===== src/rtl/mio_bus_arbiter.sv =====
// Round-robin arbiter sharing one fixed-latency memory/MIO port between two requesters.
// Optional per-requester grant counters are enabled by defining MIO_ARB_CNT_EN.
module mio_bus_arbiter #(
  parameter int MEM_LATENCY = 2,
  parameter bit RST_PRIO    = 1'b0
) (
  input  logic        clk,
  input  logic        rst,
  input  logic        m0_req,
  input  logic        m0_we,
  input  logic [31:0] m0_addr,
  input  logic [31:0] m0_wdata,
  output logic [31:0] m0_rdata,
  output logic        m0_ready,
  input  logic        m1_req,
  input  logic        m1_we,
  input  logic [31:0] m1_addr,
  input  logic [31:0] m1_wdata,
  output logic [31:0] m1_rdata,
  output logic        m1_ready,
  output logic        mem_en,
  output logic        mem_we,
  output logic [31:0] mem_addr,
  output logic [31:0] mem_wdata,
  input  logic [31:0] mem_rdata,
  output logic        busy,
`ifdef MIO_ARB_CNT_EN
  output logic [15:0] m0_grants,
  output logic [15:0] m1_grants,
`endif
  output logic        grant
);

  typedef enum logic [1:0] {
    IDLE   = 2'd0,
    ACCESS = 2'd1,
    DONE   = 2'd2
  } state_t;

  localparam logic [3:0] LAST_CNT = 4'(MEM_LATENCY - 1);

  state_t      state_r;
  state_t      state_s;
  logic [3:0]  cnt_r;
  logic [3:0]  cnt_s;
  logic        prio_r;
  logic        prio_s;
  logic        winner_s;
  logic        any_req_s;
  logic        last_s;

  logic        mem_en_s;
  logic        mem_we_s;
  logic [31:0] mem_addr_s;
  logic [31:0] mem_wdata_s;
  logic [31:0] m0_rdata_s;
  logic [31:0] m1_rdata_s;
  logic        m0_ready_s;
  logic        m1_ready_s;
  logic        busy_s;
  logic        grant_s;

  assign any_req_s = m0_req | m1_req;
  assign last_s    = (cnt_r == LAST_CNT);

  // Winner selection: a lone requester wins, a tie goes to the round-robin pointer.
  always_comb begin
    winner_s = 1'b0;
    if (m0_req && m1_req) begin
      winner_s = prio_r;
    end else if (m1_req) begin
      winner_s = 1'b1;
    end else begin
      winner_s = 1'b0;
    end
  end

  // State register.
  always_ff @(posedge clk or posedge rst) begin
    if (rst) begin
      state_r <= IDLE;
    end else begin
      state_r <= state_s;
    end
  end

  // Next-state logic.
  always_comb begin
    state_s = state_r;
    case (state_r)
      IDLE: begin
        if (any_req_s) begin
          state_s = ACCESS;
        end else begin
          state_s = IDLE;
        end
      end
      ACCESS: begin
        if (last_s) begin
          state_s = DONE;
        end else begin
          state_s = ACCESS;
        end
      end
      DONE:    state_s = IDLE;
      default: state_s = IDLE;
    endcase
  end

  // Next values of every registered output; ready defaults low so it is a single-cycle pulse.
  always_comb begin
    mem_en_s    = mem_en;
    mem_we_s    = mem_we;
    mem_addr_s  = mem_addr;
    mem_wdata_s = mem_wdata;
    m0_rdata_s  = m0_rdata;
    m1_rdata_s  = m1_rdata;
    m0_ready_s  = 1'b0;
    m1_ready_s  = 1'b0;
    grant_s     = grant;
    prio_s      = prio_r;
    cnt_s       = cnt_r;
    busy_s      = (state_s != IDLE);
    case (state_r)
      IDLE: begin
        if (any_req_s) begin
          mem_en_s    = 1'b1;
          mem_we_s    = winner_s ? m1_we    : m0_we;
          mem_addr_s  = winner_s ? m1_addr  : m0_addr;
          mem_wdata_s = winner_s ? m1_wdata : m0_wdata;
          grant_s     = winner_s;
          prio_s      = ~winner_s;
          cnt_s       = 4'd0;
        end else begin
          mem_en_s = 1'b0;
          cnt_s    = 4'd0;
        end
      end
      ACCESS: begin
        cnt_s = cnt_r + 4'd1;
        if (last_s) begin
          if (!mem_we) begin
            if (grant) begin
              m1_rdata_s = mem_rdata;
            end else begin
              m0_rdata_s = mem_rdata;
            end
          end else begin
            m0_rdata_s = m0_rdata;
          end
          if (grant) begin
            m1_ready_s = 1'b1;
          end else begin
            m0_ready_s = 1'b1;
          end
          mem_en_s = 1'b0;
          mem_we_s = 1'b0;
        end else begin
          mem_en_s = 1'b1;
        end
      end
      DONE: begin
        mem_en_s = 1'b0;
        cnt_s    = 4'd0;
      end
      default: begin
        mem_en_s = 1'b0;
        mem_we_s = 1'b0;
        cnt_s    = 4'd0;
      end
    endcase
  end

  // Output and datapath registers.
  always_ff @(posedge clk or posedge rst) begin
    if (rst) begin
      cnt_r     <= 4'd0;
      prio_r    <= RST_PRIO;
      mem_en    <= 1'b0;
      mem_we    <= 1'b0;
      mem_addr  <= 32'd0;
      mem_wdata <= 32'd0;
      m0_rdata  <= 32'd0;
      m1_rdata  <= 32'd0;
      m0_ready  <= 1'b0;
      m1_ready  <= 1'b0;
      busy      <= 1'b0;
      grant     <= RST_PRIO;
    end else begin
      cnt_r     <= cnt_s;
      prio_r    <= prio_s;
      mem_en    <= mem_en_s;
      mem_we    <= mem_we_s;
      mem_addr  <= mem_addr_s;
      mem_wdata <= mem_wdata_s;
      m0_rdata  <= m0_rdata_s;
      m1_rdata  <= m1_rdata_s;
      m0_ready  <= m0_ready_s;
      m1_ready  <= m1_ready_s;
      busy      <= busy_s;
      grant     <= grant_s;
    end
  end

`ifdef MIO_ARB_CNT_EN
  logic take_s;
  assign take_s = (state_r == IDLE) && any_req_s;

  // Saturating grant counters, bumped on the IDLE->ACCESS edge.
  always_ff @(posedge clk or posedge rst) begin
    if (rst) begin
      m0_grants <= 16'd0;
      m1_grants <= 16'd0;
    end else begin
      if (take_s && !winner_s && (m0_grants != 16'hFFFF)) begin
        m0_grants <= m0_grants + 16'd1;
      end
      if (take_s && winner_s && (m1_grants != 16'hFFFF)) begin
        m1_grants <= m1_grants + 16'd1;
      end
    end
  end
`else
`endif

endmodule


===== config.mk =====
export PLATFORM = sky130hd
export DESIGN_NAME = mio_bus_arbiter
export DESIGN_NICKNAME = d
export VERILOG_FILES = /design/src/rtl/mio_bus_arbiter.sv
export SDC_FILE = /design/constraint.sdc
export NUM_CORES = 1
export LEC_CHECK = 0
export CORE_AREA = 2 2 142 89
export DETAILED_ROUTE_END_ITERATION = 8
export DIE_AREA = 0 0 144 91
export DONT_BUFFER_PORTS = 1
export PLACE_DENSITY_LB_ADDON = 0.15
export SYNTH_ARGS = -nofsm -noshare
export SYNTH_HDL_FRONTEND = slang
export SYNTH_SLANG_ARGS = --single-unit

===== constraint.sdc =====
create_clock -name clk -period 4.7 [get_ports clk]
set_input_delay 0.94 -clock clk [delete_from_list [all_inputs] [get_ports clk]]
set_output_delay 0.94 -clock clk [all_outputs]
set_load 0.01 [all_outputs]

# Word level (Yosys, flattened, before mapping)
# Index checks and enable logic that the tools add are counted.
# word_totals
in_bits	166
register_bits	141
wordCells	52
out_inout_bits	134
# op_classes
eq_ne	5
n_addsub	1
bitwise	5
muxes	21
n_reduce_logical	7
# ops
cell	count
$mux W32	2
$mux W1	14
$reduce_and A4 Y1	2
$add A4 B1 Y4 const B	1
$eq A4 B1 Y1 const B	1
$mux W4	1
$ne A2 B2 Y1 const B	2
$not A1 Y1	4
$pmux W2 S2	1
$pmux W1 S3	1
$reduce_and A3 Y1	1
$eq A2 B1 Y1 const B	1
$eq A2 B2 Y1 const B	1
$logic_not A2 Y1	1
$mux W2	1
$pmux W1 S2	1
$reduce_and A2 Y1	1
$reduce_bool A2 Y1	1
$logic_and A1 B1 Y1	1
$or A1 B1 Y1	1

# Longest topological paths before layout
# depth
ltp_word	5
depth_mapped	6
ltp_nobuf	5

# Worst setup path after synthesis
# No wires, ideal clock.
# synth_timing
path_kind	input to register
startpoint	input port m0_req
endpoint	register mem_addr[0]
arrival_time_ps	1797
setup_time_ps	126
path_stages	5
path_slack_ps	2777
cell_sequence	nand2b_1 -> and3_1 -> buf_2 -> buf_2 -> a221o_1
# synth_between
elab_chain_len	3
elab_cells_between_ends	5
classes_between	2 x mux; 1 x bitwise; 2 x reduce/logical
# synth_lines
item	line_no	source
start, declared	9	input logic m0_req,
$logic_and A1 B1 Y1	69	if (m0_req && m1_req) begin
$mux W1	69	
$mux W32	129	mem_addr_s = winner_s ? m1_addr : m0_addr;
end signal, assigned	194	mem_addr <= mem_addr_s;
end, declared	23	output logic [31:0] mem_addr,
# Several ways; a longest one is shown, not always the timed one.
# A chain may end at the register's enable or synchronous reset.

# Final worst setup path
# layout_timing
startpoint	register cnt_r[1]
endpoint	register m0_rdata[11]
# layout_between
elab_chain_len	2
# layout_lines
item	line_no	source
start, declared	44	logic [3:0] cnt_r;
start signal, assigned	190	cnt_r <= cnt_s;
$eq A4 B1 Y1	64	assign last_s = (cnt_r == LAST_CNT);
$reduce_and A4 Y1 (no source line)	--	
end signal, assigned	196	m0_rdata <= m0_rdata_s;
end, declared	13	output logic [31:0] m0_rdata,
# No other way between the ends.

==> summary.md <==
| Metric | Value |
|---|---|
| Drt first pass iters | `4` |
| Skew final | `between 10 and 15 ps` |
| Die Y | `91 um` |
| Worst Path Required | `4990 ps` |
| Placeable Area | `11,800 um^2` |
| Starting Density | `49.0%` |
| Post-synth design cell area | `5750 um^2` |
| Final wirelength | `14,600 um` |
| Internal | `3320 uW` |
| Dpl ws | `2110 ps` |
| I/O Pins | `300` |
| Slew headroom | `between 20% and 30%` |
| Synth Register Bits | `140` |
| Final hold violations | `0` |
| Share of cells above drive strength 1 | `between 20% and 30%` |
| Root Driver | `clkbuf_16` |
| Reg-to-reg startpoint | `cnt_r[1]$_DFF_PP0_` |
| First-pass GRT wire length | `22,000 um` |
| Vias in the first global route | `3,726` |
| WP data arrival | `2850 ps` |
| H-tree levels | `4` |
| Seq pwr share | `49.0%` |
| Slowest cell delay on critical path | `approximately 700 ps` |
| Seq/Total Area, Yosys | `60.9%` |
| Wire length on met2 | `7190 um` |
| Routed Antenna Nets | `0` |
| Crit path max-delay cell type | `nand3_1` |
| Slew Viols, Final | `0` |
| CTS clk-pin slew, worst paths | `60 ps` |
| CP top delay family | `simple AND/OR/NAND/NOR gates` |
| RSZ-0062 raised after global routing | `no` |
| Layout Nets | `565` |
| Hold_sp | `cnt_r[0]$_DFF_PP0_` |
| Die ar. | `between 10,000 and 15,000 um^2` |
| Number of vias per cell | `6.34` |
| Resized cells post-CTS | `0` |
| Main flop type after synthesis | `dfrtp_1` |
| Synth async-reset ratio | `100%` |
| Max Clock Freq | `392 MHz` |
| Setup_tns | `0 ps` |
| DR top layer | `met4` |
| Setup violators final | `0` |
| Fin crit share | `54.3%` |
| Via count | `3,644` |
| Layout area overhead | `12.1%` |
| Worst VDD drop | `0.000269 V` |
| Routability Congestion | `approximately 0.8` |
| Detailed Place HPWL | `10,100 um` |
| Largest net degree at the start of global routing | `110` |
| Synth Area per Inst | `approximately 14 um^2` |
| Mapped Cells | `just over 400` |
| Crit path buf inv count | `2` |
| Antenna violations before repair | `0` |
| Max Cap Violations | `0` |
| Total track usage | `approximately 22%` |
| Power density over the cells | `807 nW/um^2` |
| Critical Path Start | `cnt_r[1]$_DFF_PP0_` |
| DR iter-0 viols | `approximately 200` |
| Hold Path Class | `reg2reg` |
| M1 WL | `5770 um` |
| Number of hold buffers added after cts | `0` |
| Slew @ Worst Pin | `1140 ps` |
| DRC viols | `0` |
| Unique masters post-synth | `28` |
| Fillers | `953` |
| Longest Clk Path Bufs | `2` |
| Sinks on Clock Net | `140` |
| Critical Path Start Type | `register` |
| Post-Syn Nets | `575` |
| Num CTS Buffers | `17` |
| CP max FO | `18` |
| Die X-Extent | `144 um` |
| I/O Buffers | `0` |
| Net Switching | `1880 uW` |
| Leak | `0.00276 uW` |
| Post-synth EDFFs | `0` |
| Clock power frac | `between 20% and 30%` |
| Gate power share | `about a quarter` |
| Clock latency on the worst-skew pair | `410 ps` |
| Antenna diode count | `0` |
| Status | `complete, no violations` |
| Fin crit period | `2550 ps` |
| CP Class | `reg2reg` |
| Critical path cell sequence | `inv_1 > ha_1 > nor3b_2 > nand3_1 > buf_4 > mux2_1` |
| Net Sw Frac | `a little over a third` |
| Final Worst Setup Slack | `2150 ps` |
| Setup Fix Bufs, Post-CTS | `0` |
| Setup crit end kind | `register` |
| TritonCTS clock tree | `built` |
| Wire per inst | `25.4 um` |
| GR Overflow Total | `0` |
| Met3 routed WL | `roughly 1400 um` |
| # rows | `31` |
| Yosys warning count | `0` |
## path summary, 6_finish.rpt
check	cells past startpoint	to	slack, ps
hold / removal	1	cnt_r[0]$_DFF_PP0_	510
setup / recovery	6	m0_rdata[11]$_DFFE_PP0P_	2150
setup reg to reg	6	m0_rdata[11]$_DFFE_PP0P_	2150
hold reg to reg	1	cnt_r[0]$_DFF_PP0_	510
min in group asynchronous	1	m0_rdata[30]$_DFFE_PP0P_	620
max in group asynchronous	2	m1_rdata[0]$_DFFE_PP0P_	3100
## power groups by stage
stage,Sequential (uW),Clock [uW],Combinational (uW)
after floorplan,2370,0,1130
after global placement,2570,0,1270
after detailed placement,2570,0,1330
after CTS,2560,1370,1330
after global routing,2620,1430,1460
final,2550,1330,1320
## layout make-up
type                            count  area [um^2]  area share (%)
Tap cell                          165          206            3.20
Timing Repair Buffer                5         37.5           0.582
Multi-Input combinational cell    230         2090            32.4
Clock buffer                       18          439            6.81
Inverter                            3         16.3           0.252
Clock inverter                     14          155            2.40
Sequential cell                   140         3500            54.3
## cell usage after synthesis (3+ instances only)
cell | instances | area share [%]
a21boi_0 | 63 | 8.2
inv_1 | 3 | 0.20
nor2_1 | 12 | 0.78
mux2_1 | 5 | 0.98
mux2_2 | 59 | 12
and3_1 | 3 | 0.33
dfrtp_1 | 140 | 61
clkbuf_1 | 13 | 0.85
a221o_1 | 65 | 11
buf_2 | 21 | 1.8
## per-layer routing
layer,vias up,global-route usage (%)
met3,19,8.18
met5,-,0
met4,0,7.35
met1,1900,28.3
li1,1528,-
met2,197,35.4
## cell usage in the layout (no fill, tap or decap), drive strengths merged
cell	instances
a21oi	2
dfrtp	140
nor3	1
inv	9
bufinv	2
mux2	64
a21o	1
nor2	13
buf	5
clkinv	4
nor4bb	1
a21boi	64
o21bai	1
nand4b	1
a221o	65
clkbuf	18
ha	2
clkinvlp	2
nand2	2
and2b	1
xor2	1
or2	1
a32o	1
xnor2	1
nand3	2
nand2b	2
and3	3
nor3b	1
## state kept, by name (all words and copies together), names as in the netlist
signal     cells
prio_r         1
busy           1
mem_addr      32
state_r        2
grant          1
mem_we         1
m0_rdata      32
mem_wdata     32
m1_rdata      32
m0_ready       1
cnt_r          4
m1_ready       1
## per-stage QoR
step | utilization (%) | total power (uW) | cell area [um^2] | cells | hold WS [ps]
after floorplan | - | 3500 | 5750 | 407 | 461
after global placement | 49.8 | 3840 | 5860 | 543 | 474
after detailed placement | 49.8 | 3890 | 5860 | 543 | 498
after CTS | 54.9 | 5260 | 6450 | 575 | 507
after global routing | 54.9 | 5510 | 6450 | 575 | 537
final | 54.9 | 5210 | 6450 | 575 | 514
## kinds of logic (layout without fill, tap and decap cells)
kind of cell | count (synthesis) | count (layout) | share of synthesized area (%)
AO/OA/AOI/OAI | 134 | 134 | 20.3
adder cells (fa/ha/maj) | 2 | 2 | 0.435
AND/OR/NAND/NOR | 28 | 28 | 2.72
buffers and inverters | 37 | 40 | 2.87
multiplexers | 64 | 64 | 12.5
flip-flops | 140 | 140 | 60.9
XOR/XNOR | 2 | 2 | 0.304
## worst register-to-register path: stages (launching register included)
cell and delay (ps):
dfrtp_1 390, inv_1 60, ha_1 140, nor3b_2 290, nand3_1 720, buf_4 500
mux2_1 330
No activity file was read; power rests on OpenSTA's default activity.
